--- src/rtl/div_pkg.sv ---
// Shared types and constants for the sequential restoring divider.
// DIV_SIGNED_EN selects the two's-complement build, which adds a sign-fix state.
package div_pkg;

  typedef enum logic [1:0] {
    StIdle = 2'd0,
    StIter = 2'd1,
    StFix  = 2'd2,
    StDone = 2'd3
  } div_state_e;

  // Edges from the accepting edge to done for a nonzero divisor.
  function automatic int unsigned div_latency(input int unsigned n);
`ifdef DIV_SIGNED_EN
    return n + 1;
`else
    return n;
`endif
  endfunction

endpackage

--- src/rtl/div_step.sv ---
// One restoring-division iteration: shift {rem,quo} left, trial-subtract div, keep or restore.
module div_step #(
  parameter int unsigned N = 8
) (
  input  logic [N:0]   rem,
  input  logic [N-1:0] quo,
  input  logic [N-1:0] div,
  output logic [N:0]   rem_next,
  output logic [N-1:0] quo_next
);

  logic [N+1:0] shifted;
  logic [N+1:0] diff;
  logic         fits;

  always_comb begin
    shifted  = {rem, quo[N-1]};
    diff     = shifted - {2'b00, div};
    // No borrow out of the top bit means the divisor fit into the shifted remainder.
    fits     = ~diff[N+1];
    rem_next = fits ? diff[N:0] : shifted[N:0];
    quo_next = {quo[N-2:0], fits};
  end

endmodule

--- src/rtl/seq_divider.sv ---
// Sequential restoring divider, one quotient bit per clock with a one-cycle done pulse.
// Define DIV_SIGNED_EN for two's-complement operands (adds a sign-fix cycle).
module seq_divider
  import div_pkg::*;
#(
  parameter int unsigned N = 8
) (
  input  logic         clk,
  input  logic         rst,
  input  logic         start,
  input  logic [N-1:0] A,
  input  logic [N-1:0] B,
  output logic         busy,
  output logic         done,
  output logic         div_by_zero,
  output logic [N-1:0] Q,
  output logic [N-1:0] R
);

  localparam int unsigned CntW = $clog2(N + 1);

  div_state_e    state_q, state_d;
  logic [N:0]    rem_q, rem_d;
  logic [N-1:0]  quo_q, quo_d;
  logic [N-1:0]  div_q, div_d;
  logic [N-1:0]  q_q, q_d;
  logic [N-1:0]  r_q, r_d;
  logic          dbz_q, dbz_d;
  logic [CntW-1:0] cnt_q, cnt_d;

  logic [N-1:0]  mag_a, mag_b;
  logic [N:0]    step_rem;
  logic [N-1:0]  step_quo;

`ifdef DIV_SIGNED_EN
  logic neg_quo_q, neg_quo_d;
  logic neg_rem_q, neg_rem_d;

  assign mag_a = A[N-1] ? (~A + 1'b1) : A;
  assign mag_b = B[N-1] ? (~B + 1'b1) : B;
`else
  assign mag_a = A;
  assign mag_b = B;
`endif

  div_step #(
    .N(N)
  ) u_div_step (
    .rem      (rem_q),
    .quo      (quo_q),
    .div      (div_q),
    .rem_next (step_rem),
    .quo_next (step_quo)
  );

  always_comb begin
    state_d = state_q;
    rem_d   = rem_q;
    quo_d   = quo_q;
    div_d   = div_q;
    q_d     = q_q;
    r_d     = r_q;
    dbz_d   = dbz_q;
    cnt_d   = cnt_q;
`ifdef DIV_SIGNED_EN
    neg_quo_d = neg_quo_q;
    neg_rem_d = neg_rem_q;
`endif

    unique case (state_q)
      StIdle: begin
        if (start) begin
          if (B == '0) begin
            q_d     = '1;
            r_d     = A;
            dbz_d   = 1'b1;
            state_d = StDone;
          end else begin
            rem_d   = '0;
            quo_d   = mag_a;
            div_d   = mag_b;
            cnt_d   = CntW'(N);
            dbz_d   = 1'b0;
`ifdef DIV_SIGNED_EN
            neg_quo_d = A[N-1] ^ B[N-1];
            neg_rem_d = A[N-1];
`endif
            state_d = StIter;
          end
        end
      end

      StIter: begin
        rem_d = step_rem;
        quo_d = step_quo;
        cnt_d = cnt_q - CntW'(1);
        if (cnt_q == CntW'(1)) begin
          q_d = step_quo;
          r_d = step_rem[N-1:0];
`ifdef DIV_SIGNED_EN
          state_d = StFix;
`else
          state_d = StDone;
`endif
        end
      end

      StFix: begin
`ifdef DIV_SIGNED_EN
        // Magnitude -MIN stays MIN after negation, giving the expected overflow quotient.
        if (neg_quo_q) q_d = ~q_q + 1'b1;
        if (neg_rem_q) r_d = ~r_q + 1'b1;
        state_d = StDone;
`else
        state_d = StIdle;
`endif
      end

      StDone: state_d = StIdle;

      default: state_d = StIdle;
    endcase
  end

  always_ff @(posedge clk) begin
    if (!rst) begin
      state_q <= StIdle;
      rem_q   <= '0;
      quo_q   <= '0;
      div_q   <= '0;
      q_q     <= '0;
      r_q     <= '0;
      dbz_q   <= 1'b0;
      cnt_q   <= '0;
`ifdef DIV_SIGNED_EN
      neg_quo_q <= 1'b0;
      neg_rem_q <= 1'b0;
`endif
    end else begin
      state_q <= state_d;
      rem_q   <= rem_d;
      quo_q   <= quo_d;
      div_q   <= div_d;
      q_q     <= q_d;
      r_q     <= r_d;
      dbz_q   <= dbz_d;
      cnt_q   <= cnt_d;
`ifdef DIV_SIGNED_EN
      neg_quo_q <= neg_quo_d;
      neg_rem_q <= neg_rem_d;
`endif
    end
  end

  assign busy        = (state_q != StIdle);
  assign done        = (state_q == StDone);
  assign div_by_zero = dbz_q;
  assign Q           = q_q;
  assign R           = r_q;

endmodule
--- config.mk ---
export PLATFORM = sky130hd
export DESIGN_NAME = seq_divider
export DESIGN_NICKNAME = d
export VERILOG_FILES = /design/src/rtl/div_pkg.sv /design/src/rtl/div_step.sv /design/src/rtl/seq_divider.sv
export SDC_FILE = /design/constraint.sdc
export NUM_CORES = 1
export LEC_CHECK = 0
export CAP_MARGIN = 25
export CELL_PAD_IN_SITES_DETAIL_PLACEMENT = 1
export CELL_PAD_IN_SITES_GLOBAL_PLACEMENT = 1
export CORE_ASPECT_RATIO = 1.75
export CORE_MARGIN = 2
export CORE_UTILIZATION = 38
export CTS_BUF_LIST = sky130_fd_sc_hd__clkbuf_8
export DETAILED_ROUTE_END_ITERATION = 12
export HOLD_SLACK_MARGIN = 0.06
export PLACE_DENSITY = 0.87
export SETUP_SLACK_MARGIN = 0.4
export SLEW_MARGIN = 20
export SYNTH_ARGS = -nofsm -noshare
export SYNTH_HDL_FRONTEND = slang
export SYNTH_SLANG_ARGS = --single-unit
--- constraint.sdc ---
create_clock -name clk -period 2.3 [get_ports clk]
set_input_delay 0.345 -clock clk [delete_from_list [all_inputs] [get_ports clk]]
set_output_delay 0.345 -clock clk [all_outputs]
set_load 0.03 [all_outputs]
==> summary.txt <==
Run status
  – Status: finished with violations
  – Failing checks: setup timing

Global route
  – Vias in the first global route: 3532
  – Initial antenna violation count: 0
  – First-pass GRT wire length: 18680 µm
  – Global route overflow: 0
  – Total GRT Usage: 0.3264
  – Pin count of the biggest net entering global routing: 22

CTS
  – Clock transition at path regs: 0.10 ns
  – Worst-Skew Late Latency: 0.33 ns
  – Post-CTS Hold Buffers: 0
  – CTS tree: built
  – Clock Tree Buf Depth: 2
  – Root Buffer: clkbuf_8
  – CTS Buf Count: 5
  – H-tree levels: 2
  – Num Clock Sinks: 48

Synth
  – Syn. warnings: 0
  – Syn avg cell area: 8.073 µm²
  – Leading area contributor after synthesis: dfxtp_1
  – #FFs+latches synth: 48
  – Register area share after synthesis: 0.3585
  – Synth top area share: 0.3585
  – Net Count, Synth: 362
  – Post-synthesis instance total: 332
  – Distinct cell type count after synthesis: 50
  – Synth Cell Area: 2680 µm²
  – Leading cell types by total area after synthesis: dfxtp_1 (36%), nand2_1 (8.8%), ha_1 (4.7%)

Min path
  – Hold path depth: 4
  – Hold_sp: B[6]
  – Hold crit path type: in -> reg
  – Min-Delay Endpoint: div_q[6]$_SDFFE_PN0P_

STA
  – Final setup TNS: -1.418 ns
  – Clock skew: 0.01204 ns
  – Hold Fails Final Rpt: 0
  – Fin crit share: 1.062
  – Fmax: 0.4093 GHz
  – Worst Max-Slew Pin Slew: 0.4721 ns
  – Slew margin rel.: 0.6820
  – RSZ-0062 raised after global routing: yes
  – Worst Slack Setup Final: -0.1432 ns
  – Final setup vio count: 17
  – Final min period: 2.443 ns
  – Max-slew violations: 0

Setup path
  – CP max stage cell: or4_4
  – Worst r2r src: div_q[2]$_SDFFE_PN0P_
  – Startpoint Class: flop
  – Setup crit end kind: flop
  – Crit path DAT: 2.63 ns
  – Critical path type: reg -> reg
  – CP max stage delay: 0.54 ns
  – Ordered cell list for the critical path: inv_1 -> ha_4 -> nor2_2 -> a211oi_2 -> buf_4 -> or4_4 -> buf_4 -> a31oi_4 -> nand3b_1 -> a31oi_1
  – Most common cell on crit path: buf_4
  – Largest fanout on the critical path: 3
  – RR Endpoint: R[0]$_SDFFE_PN0P_
  – Cell count of the worst reg-to-reg path: 10
  – CP required: 2.49 ns
  – Flop-to-flop setup slack: -0.14 ns

Floorplan
  – Initial Util: 0.3909
  – Die Height: 115.1 µm
  – Core area: 6857 µm²
  – Die area: 7767 µm²
  – FP Rows: 40
  – Die Width: 67.49 µm
  – Ports: 38

Route
  – Drt total wl: 13670 µm
  – First-pass iteration count of the detailed router: 5
  – DR iter-0 viols: 239
  – DRC violations left: 0
  – Post-route ant nets: 0
  – Via count: 3342
  – Drt wl/cell: 26.10 µm
  – Routed vias/inst: 6.378

Placement
  – Place WS: -0.2866 ns
  – GP Congestion: 0.9062
  – IO buf count: 37
  – Post-DP HPWL: 7295 µm

Finish
  – Fillers: 799
  – Layout net count: 469
  – Layout cells sized above 1: 0.3977
  – Diode count: 0
  – Layout area overhead: 59.85%

Power and ir drop
  – LEAKAGE: 0.001705 µW
  – Pwr dens: 948.1 nW/µm²
  – Worst vdd ir: 0.0006234 V

Flow run
  – Max Cap Viol: 0
-- placed cells by master (no fill, tap or decap), types with 3 or more instances in the layout --
cell,count
clkbuf_2,6
o211ai_1,3
o21a_1,3
a21oi_1,20
or4_4,4
inv_2,6
buf_4,62
a21oi_4,3
ha_1,3
nor2_1,28
mux2i_1,3
a311oi_1,7
a22oi_1,4
inv_1,9
o2111ai_1,8
clkbuf_8,6
ha_2,3
xor2_1,4
clkdlybuf4s50_1,27
o21ai_2,7
o221ai_1,4
nand2_1,58
nand2_2,5
dfxtp_2,8
o21ai_0,9
o21ai_1,9
mux2i_4,3
ha_4,4
buf_6,11
buf_12,5
mux2_4,4
dfxtp_1,40
-- cell usage after synthesis (all sizes together) --
cell type	instances
inv	14
o21bai	1
xnor2	2
nor3	3
nand3	3
buf	6
o2111ai	8
or3	1
mux2	4
o21a	4
a31oi	4
dfxtp	48
nand2b	4
or2	2
o21ai	25
a211o	1
o211a	1
nand2	63
fa	1
nand4bb	1
and2	1
a32oi	1
o31ai	3
a2bb2oi	2
nand4	1
xor2	5
ha	10
o22a	1
nand3b	1
o211ai	3
and3	1
a211oi	6
a311oi	7
o221ai	4
a21oi	23
a22oi	4
clkbuf	12
nor2	31
or4	4
a21o	3
o221a	2
mux2i	8
a221o	1
a41oi	2
-- logic make-up (layout without fill, tap and decap cells) --
| family | Yosys count | count (layout) | share of synthesized area |
|---|---|---|---|
| multiplexers | 12 | 12 | 0.04669 |
| AND/OR/NAND/NOR | 116 | 117 | 0.1919 |
| buffers and inverters | 32 | 139 | 0.05462 |
| flip-flops | 48 | 48 | 0.3585 |
| XOR/XNOR | 7 | 7 | 0.02288 |
| adder cells (fa/ha/maj) | 11 | 11 | 0.05416 |
| AO/OA/AOI/OAI | 106 | 106 | 0.2712 |
-- registers in the layout (all words and copies together) (netlist names) --
register and flops:
Q 8, R 8, rem_q 9, div_by_zero 1
state_q 2, div_q 8, cnt_q 4, quo_q 8
-- what timing repair did --
item / CTS / global route
buffers inserted: 20 / 9
endpoints found under the setup margin: 44 / 37
cloned: 2 / 0
resized for setup: 71 / 63
pin swaps: 23 / 18
-- critical path: cells and delay by family (launching register included) --
family / cells / cell delay [ns]
AO/OA/AOI/OAI: 3 / 0.36
flip-flops: 1 / 0.40
buffers and inverters: 3 / 0.46
AND/OR/NAND/NOR: 3 / 0.84
adder cells (fa/ha/maj): 1 / 0.24
-- layer usage --
layer  part of all wire  track usage  vias up
li1                   -            -     1415
met1               0.35       0.3123     1660
met2               0.52       0.5791      186
met3              0.045      0.05969       81
met4              0.084       0.2667        0
met5                  0            0        -
-- area by class of cell --
cell class / instances / area [µm²] / area share
Clock inverter: 2 / 11.26 / 0.002629
Tap cell: 84 / 105.1 / 0.02453
Inverter: 14 / 52.55 / 0.01227
Sequential cell: 48 / 970.9 / 0.2266
Clock buffer: 6 / 82.58 / 0.01928
Timing Repair Buffer: 117 / 1070 / 0.2497
Multi-Input combinational cell: 253 / 1992 / 0.4650
-- per-stage QoR --
step	util	instances	power [µW]	hold slack, ns	area (µm²)
floorplan	-	332	1830	0.4363	2715
global placement	0.5091	485	2287	0.4373	3491
detailed placement	0.5091	485	2375	0.4479	3491
CTS	0.5839	515	3400	0.4606	4004
global route	0.6248	524	4199	0.3896	4284
finish	0.6248	524	4062	0.3758	4284
-- report_power, final --
group / switching, µW / internal [µW] / leakage [µW]
logic: 1250 / 1230 / 0.00126
registers: 102 / 915 / 0.000396
clock network: 325 / 241 / 0.0000486
total: 1680 / 2390 / 0.00170
-- worst max path at each step --
stage,startpoint,to,cells past startpoint
2_1_floorplan,rem_q[5]$_SDFFE_PN0P_,rem_q[5]$_SDFFE_PN0P_,8
3_3_place_gp,B[3],R[1]$_SDFFE_PN0P_,8
3_5_place_dp,B[7],R[3]$_SDFFE_PN0P_,8
4_1_cts,div_q[6]$_SDFFE_PN0P_,R[0]$_SDFFE_PN0P_,9
5_1_grt,div_q[2]$_SDFFE_PN0P_,R[0]$_SDFFE_PN0P_,10
6_report,div_q[2]$_SDFFE_PN0P_,R[0]$_SDFFE_PN0P_,10
Note: power is estimated with default switching activity, not from simulation.
